`src/rtl/ccff_chain_loader.sv`:
```
// Serializes host configuration words into the ccff chain head, gating the fabric
// programming clock so the chain only advances on valid bits. Optional CRC readback: CCFF_READBACK_EN.
module ccff_chain_loader #(
   parameter int unsigned CHAIN_LEN = 24,
   parameter int unsigned WORD_W    = 8,
   parameter int unsigned CNT_W     = $clog2(CHAIN_LEN + 1)
) (
   input  logic              prog_clk,
   input  logic              prog_reset,
   input  logic              start,
   input  logic [WORD_W-1:0] word_data,
   input  logic              word_valid,
   output logic              word_ready,
   output logic              ccff_head,
   input  logic              ccff_tail,
   output logic              prog_clk_en,
   output logic              busy,
   output logic              done,
   output logic              verify_err
);

   localparam int unsigned      BL_W   = $clog2(WORD_W + 1);
   localparam logic [CNT_W-1:0] LEN_C  = CNT_W'(CHAIN_LEN);
   localparam logic [BL_W-1:0]  WORD_C = BL_W'(WORD_W);

`ifdef CCFF_READBACK_EN
   typedef enum logic [1:0] {S_IDLE, S_LOAD, S_VERIFY, S_DONE} state_e;
`else
   typedef enum logic [1:0] {S_IDLE, S_LOAD, S_DONE} state_e;
`endif

   state_e            state_q, state_d;
   logic [WORD_W-1:0] buf_q, buf_d;
   logic [BL_W-1:0]   buf_left_q, buf_left_d;
   logic [CNT_W-1:0]  sent_q, sent_d;
   logic [CNT_W-1:0]  acc_q, acc_d;
   logic              head_q, head_d;
   logic              en_q, en_d;
   logic              busy_q, busy_d;
   logic              done_q, done_d;
   logic [CNT_W-1:0]  rem_c;
   logic [BL_W-1:0]   take_c;
   logic              accept_c;

`ifdef CCFF_READBACK_EN
   logic [7:0]        crc_tx_q, crc_tx_d;
   logic [7:0]        crc_rx_q, crc_rx_d;
   logic [CNT_W-1:0]  vcnt_q, vcnt_d;
   logic              verr_q, verr_d;

   // Bit-serial CRC-8, polynomial x^8 + x^2 + x + 1.
   function automatic logic [7:0] crc8_step(input logic [7:0] crc, input logic bit_in);
      logic fb;
      fb = crc[7] ^ bit_in;
      return {crc[6:0], 1'b0} ^ (fb ? 8'h07 : 8'h00);
   endfunction
`else
   logic              unused_tail_c;
   assign unused_tail_c = ccff_tail;
`endif

   assign word_ready = (state_q == S_LOAD) && (buf_left_q <= BL_W'(1)) && (acc_q < LEN_C);
   assign accept_c   = word_valid & word_ready;

   // Next-state and datapath
   always_comb begin
      state_d    = state_q;
      buf_d      = buf_q;
      buf_left_d = buf_left_q;
      sent_d     = sent_q;
      acc_d      = acc_q;
      head_d     = head_q;
      en_d       = 1'b0;
      done_d     = done_q;
      rem_c      = LEN_C - acc_q;
      take_c     = (32'(rem_c) >= WORD_W) ? WORD_C : BL_W'(rem_c);
`ifdef CCFF_READBACK_EN
      crc_tx_d   = crc_tx_q;
      crc_rx_d   = crc_rx_q;
      vcnt_d     = vcnt_q;
      verr_d     = verr_q;
`endif

      case (state_q)
         S_IDLE, S_DONE: begin
            if (start) begin
               state_d    = S_LOAD;
               done_d     = 1'b0;
               buf_left_d = '0;
               sent_d     = '0;
               acc_d      = '0;
`ifdef CCFF_READBACK_EN
               verr_d     = 1'b0;
               crc_tx_d   = '0;
               crc_rx_d   = '0;
               vcnt_d     = '0;
`endif
            end
         end

         S_LOAD: begin
            if (sent_q == LEN_C) begin
`ifdef CCFF_READBACK_EN
               state_d = S_VERIFY;
`else
               state_d = S_DONE;
               done_d  = 1'b1;
`endif
            end else begin
               if (buf_left_q != '0) begin
                  head_d     = buf_q[0];
                  en_d       = 1'b1;
                  buf_d      = buf_q >> 1;
                  buf_left_d = buf_left_q - BL_W'(1);
                  sent_d     = sent_q + CNT_W'(1);
`ifdef CCFF_READBACK_EN
                  crc_tx_d   = crc8_step(crc_tx_q, buf_q[0]);
`endif
               end
               // A new word may land in the same cycle the last buffered bit leaves.
               if (accept_c) begin
                  buf_d      = word_data;
                  buf_left_d = take_c;
                  acc_d      = acc_q + CNT_W'(take_c);
               end
            end
         end

`ifdef CCFF_READBACK_EN
         // Alternate sample/shift so the head always copies a settled tail bit.
         S_VERIFY: begin
            if (en_q) begin
               crc_rx_d = crc8_step(crc_rx_q, ccff_tail);
            end else if (vcnt_q == LEN_C) begin
               verr_d  = (crc_tx_q != crc_rx_q);
               state_d = S_DONE;
               done_d  = 1'b1;
            end else begin
               head_d  = ccff_tail;
               en_d    = 1'b1;
               vcnt_d  = vcnt_q + CNT_W'(1);
            end
         end
`endif

         default: state_d = S_IDLE;
      endcase

      busy_d = (state_d != S_IDLE) && (state_d != S_DONE);
   end

   always_ff @(posedge prog_clk) begin
      if (prog_reset) begin
         state_q    <= S_IDLE;
         buf_q      <= '0;
         buf_left_q <= '0;
         sent_q     <= '0;
         acc_q      <= '0;
         head_q     <= 1'b0;
         en_q       <= 1'b0;
         busy_q     <= 1'b0;
         done_q     <= 1'b0;
`ifdef CCFF_READBACK_EN
         crc_tx_q   <= '0;
         crc_rx_q   <= '0;
         vcnt_q     <= '0;
         verr_q     <= 1'b0;
`endif
      end else begin
         state_q    <= state_d;
         buf_q      <= buf_d;
         buf_left_q <= buf_left_d;
         sent_q     <= sent_d;
         acc_q      <= acc_d;
         head_q     <= head_d;
         en_q       <= en_d;
         busy_q     <= busy_d;
         done_q     <= done_d;
`ifdef CCFF_READBACK_EN
         crc_tx_q   <= crc_tx_d;
         crc_rx_q   <= crc_rx_d;
         vcnt_q     <= vcnt_d;
         verr_q     <= verr_d;
`endif
      end
   end

   assign ccff_head   = head_q;
   assign prog_clk_en = en_q;
   assign busy        = busy_q;
   assign done        = done_q;
`ifdef CCFF_READBACK_EN
   assign verify_err  = verr_q;
`else
   assign verify_err  = 1'b0;
`endif

endmodule

```
`config.mk`:
```
export PLATFORM = sky130hd
export DESIGN_NAME = ccff_chain_loader
export DESIGN_NICKNAME = d
export VERILOG_FILES = /design/src/rtl/ccff_chain_loader.sv
export SDC_FILE = /design/constraint.sdc
export NUM_CORES = 1
export LEC_CHECK = 0
export CORE_ASPECT_RATIO = 0.7
export CORE_MARGIN = 5
export CORE_UTILIZATION = 30
export CTS_BUF_LIST = sky130_fd_sc_hd__clkbuf_16
export DETAILED_ROUTE_END_ITERATION = 8
export PLACE_DENSITY_LB_ADDON = 0.08
export SYNTH_ARGS = -nofsm -noshare
export SYNTH_HDL_FRONTEND = slang
export SYNTH_SLANG_ARGS = --single-unit
```
`constraint.sdc`:
```
create_clock -name prog_clk -period 2.8 [get_ports prog_clk]
set_input_delay 0.84 -clock prog_clk [delete_from_list [all_inputs] [get_ports prog_clk]]
set_output_delay 0.84 -clock prog_clk [all_outputs]
set_load 0.03 [all_outputs]
```
==> run summary <==
final antenna-violating net count: 0
Hold Path Stages: 2
Final HPWL DP: 3.03 mm
PD cells: 488 nW/um^2
core box area: 5260 um^2
Crit path required time: 2.95 ns
drt total wl: 3.94 mm
first drt pass iteration count: 4
Worst-Margin Slew: 0.607 ns
largest net degree at the start of global routing: 18
hold crit path type: register to register
die width: 98.0 um
GP Congestion: 0.819
critical path peak fanout: 8
Syn Inst Count: 192
Worst Reg-to-Reg Cells: 9
vias in the first global route: 1,432
Synth cell types: 47
clock skew: 0.00420 ns
setup_tns: 0 ns
Rel. slew slack: 59.2%
global route total overflow: 0
Syn Nets: 213
Via density: 4.98
asr flop ratio synth: 0%
share of cells above drive strength 1: 9.57%
fmax: 0.390 GHz
nature of the critical path endpoint: register
critical path class: register to register
Ports: 19
Critical Path Source Type: register
Initial Util: 30.9%
All-Layer GR Usage: 11.8%
P&R area growth vs syn: 19.7%
via count: 1,400
Setup Viol. Count Final: 0
max-cap viol count: 0
RSZ-0062 raised after global routing: no
Post-route DRC: 0
clock slew at reported path FFs: 0.07 ns
most frequent cells in the layout: 28 x nand2_1, 28 x dfxtp_1, 19 x nor2_1, 15 x clkdlybuf4s50_1, 13 x a21oi_1
Pleak: 0.712 nW
Post-Syn Area: 1630 um^2
# rows: 22
CTS Buffer Depth: 2
Total Nets Final: 231
latest clock arrival within the worst-skew pair: 0.26 ns
RR Startpoint: acc_q[1]
r2r setup slk: 0.24 ns
first-pass GRT wire length: 6.71 mm
hold_sp: done
fin. max-slew vios: 0
CTS tree: done
cts bufs inserted: 3
syn_area_per_cell: 8.47 um^2
number of diodes: 0
overall power: 0.949 mW
RR Endpoint: acc_q[4]
die area: 7010 um^2
Clock Sinks: 28
post-CTS setup buffer count: 0
drt wl/cell: 14.0 um
Die Ht: 71.6 um
Synthesis Warnings: 0
initial antenna violation count: 0
dominant synthesized flop cell: dfxtp_1
register bit total from synthesis: 28
status: finished clean
Fin. Hold Viols: 0
sequential area share after synthesis: 34.5%
Period Utilization, post-route: 91.5%
Min-Delay Endpoint: done
Critical Path AT: 2.71 ns
post-layout minimum cycle time: 2.56 ns
DRT iter0 DRCs: 73
Post-synth EDFFs: 0
CTS H-tree depth: 1
IO buf count: 16
root buffer cell: clkbuf_16
worst vdd ir: 0.207 mV
-- timing repair --
action / in CTS / in global routing
hold buffers: 0 / 0
resized for setup: 0 / 1
endpoints found under the setup margin: 0 / 1
hold endpoints to repair: 0 / 0
-- per-layer routing --
| metal | wire length (um) | GRT usage [%] |
|---|---|---|
| met3 | 144 | 3.02 |
| met2 | 1780 | 19.5 |
| met4 | 9 | 1.84 |
| met5 | 0 | 0 |
| met1 | 2000 | 15.9 |
-- logic make-up after synthesis --
group / count (synthesis) / synth area share [%]
XOR/XNOR: 5 / 2.69
buffers and inverters: 19 / 6.00
multiplexers: 4 / 2.46
other: 1 / 0.231
AND/OR/NAND/NOR: 78 / 23.1
flip-flops: 28 / 34.5
adder cells (fa/ha/maj): 8 / 6.16
AO/OA/AOI/OAI: 49 / 24.9
-- worst max path at each step --
stage             start          to
3_3_place_gp   acc_q[4]  word_ready
2_1_floorplan  acc_q[1]    acc_q[4]
5_1_grt        acc_q[1]    acc_q[4]
6_report       acc_q[1]    acc_q[4]
3_5_place_dp   acc_q[1]    acc_q[4]
4_1_cts        acc_q[4]  word_ready
-- state kept, by name, indices dropped and copies added, names as in the netlist --
signal	count
buf_q	8
acc_q	5
state_q	2
busy	1
done	1
ccff_head	1
sent_q	5
buf_left_q	4
prog_clk_en	1
-- Yosys cell counts, types with 5 or more instances --
cell	instances	area (um^2)
dfxtp_1	28	561
nand2_1	28	105
nor2_1	19	71.3
a21oi_1	13	65.1
inv_1	9	33.8
ha_1	8	100
a311oi_1	6	52.6
o21ai_0	6	30.0
nand2b_1	5	31.3
nor2b_1	5	31.3
nor3_1	5	25.0
xor2_1	5	43.8
-- power breakdown --
| part | switching (mW) | internal, mW | total [mW] |
|---|---|---|---|
| logic | 0.110 | 0.0805 | 0.190 |
| registers | 0.0179 | 0.421 | 0.438 |
| clock network | 0.129 | 0.191 | 0.321 |
| total | 0.257 | 0.692 | 0.949 |
-- critical path: stages, from the launching register on --
cell      delay [ns]
dfxtp_1         0.49
inv_1           0.12
ha_1            0.28
xor2_1          0.19
o32ai_2         0.43
o21ai_0         0.15
ha_1            0.24
a221oi_1        0.29
a21oi_1         0.14
mux2i_1         0.13
-- layout make-up --
cell class | count | area, um^2
Fill cell | 547 | 3310
Multi-Input combinational cell | 145 | 967
Sequential cell | 28 | 561
Timing Repair Buffer | 23 | 215
Tap cell | 72 | 90.1
Clock buffer | 3 | 75.1
Inverter | 9 | 33.8
Clock inverter | 1 | 3.75
-- per-stage QoR --
stage	util (%)	hold WS (ns)	setup slack (ns)	instances	instance area, um^2
after floorplan	-	0.445	0.517	192	1630
after global placement	35.5	0.445	0.273	277	1860
after detailed placement	35.5	0.463	0.235	277	1860
after CTS	37.0	0.473	0.00195	281	1940
after global routing	37.0	0.497	0.0517	281	1950
final	37.0	0.467	0.237	281	1950
Power figures use the tool's default switching activity.
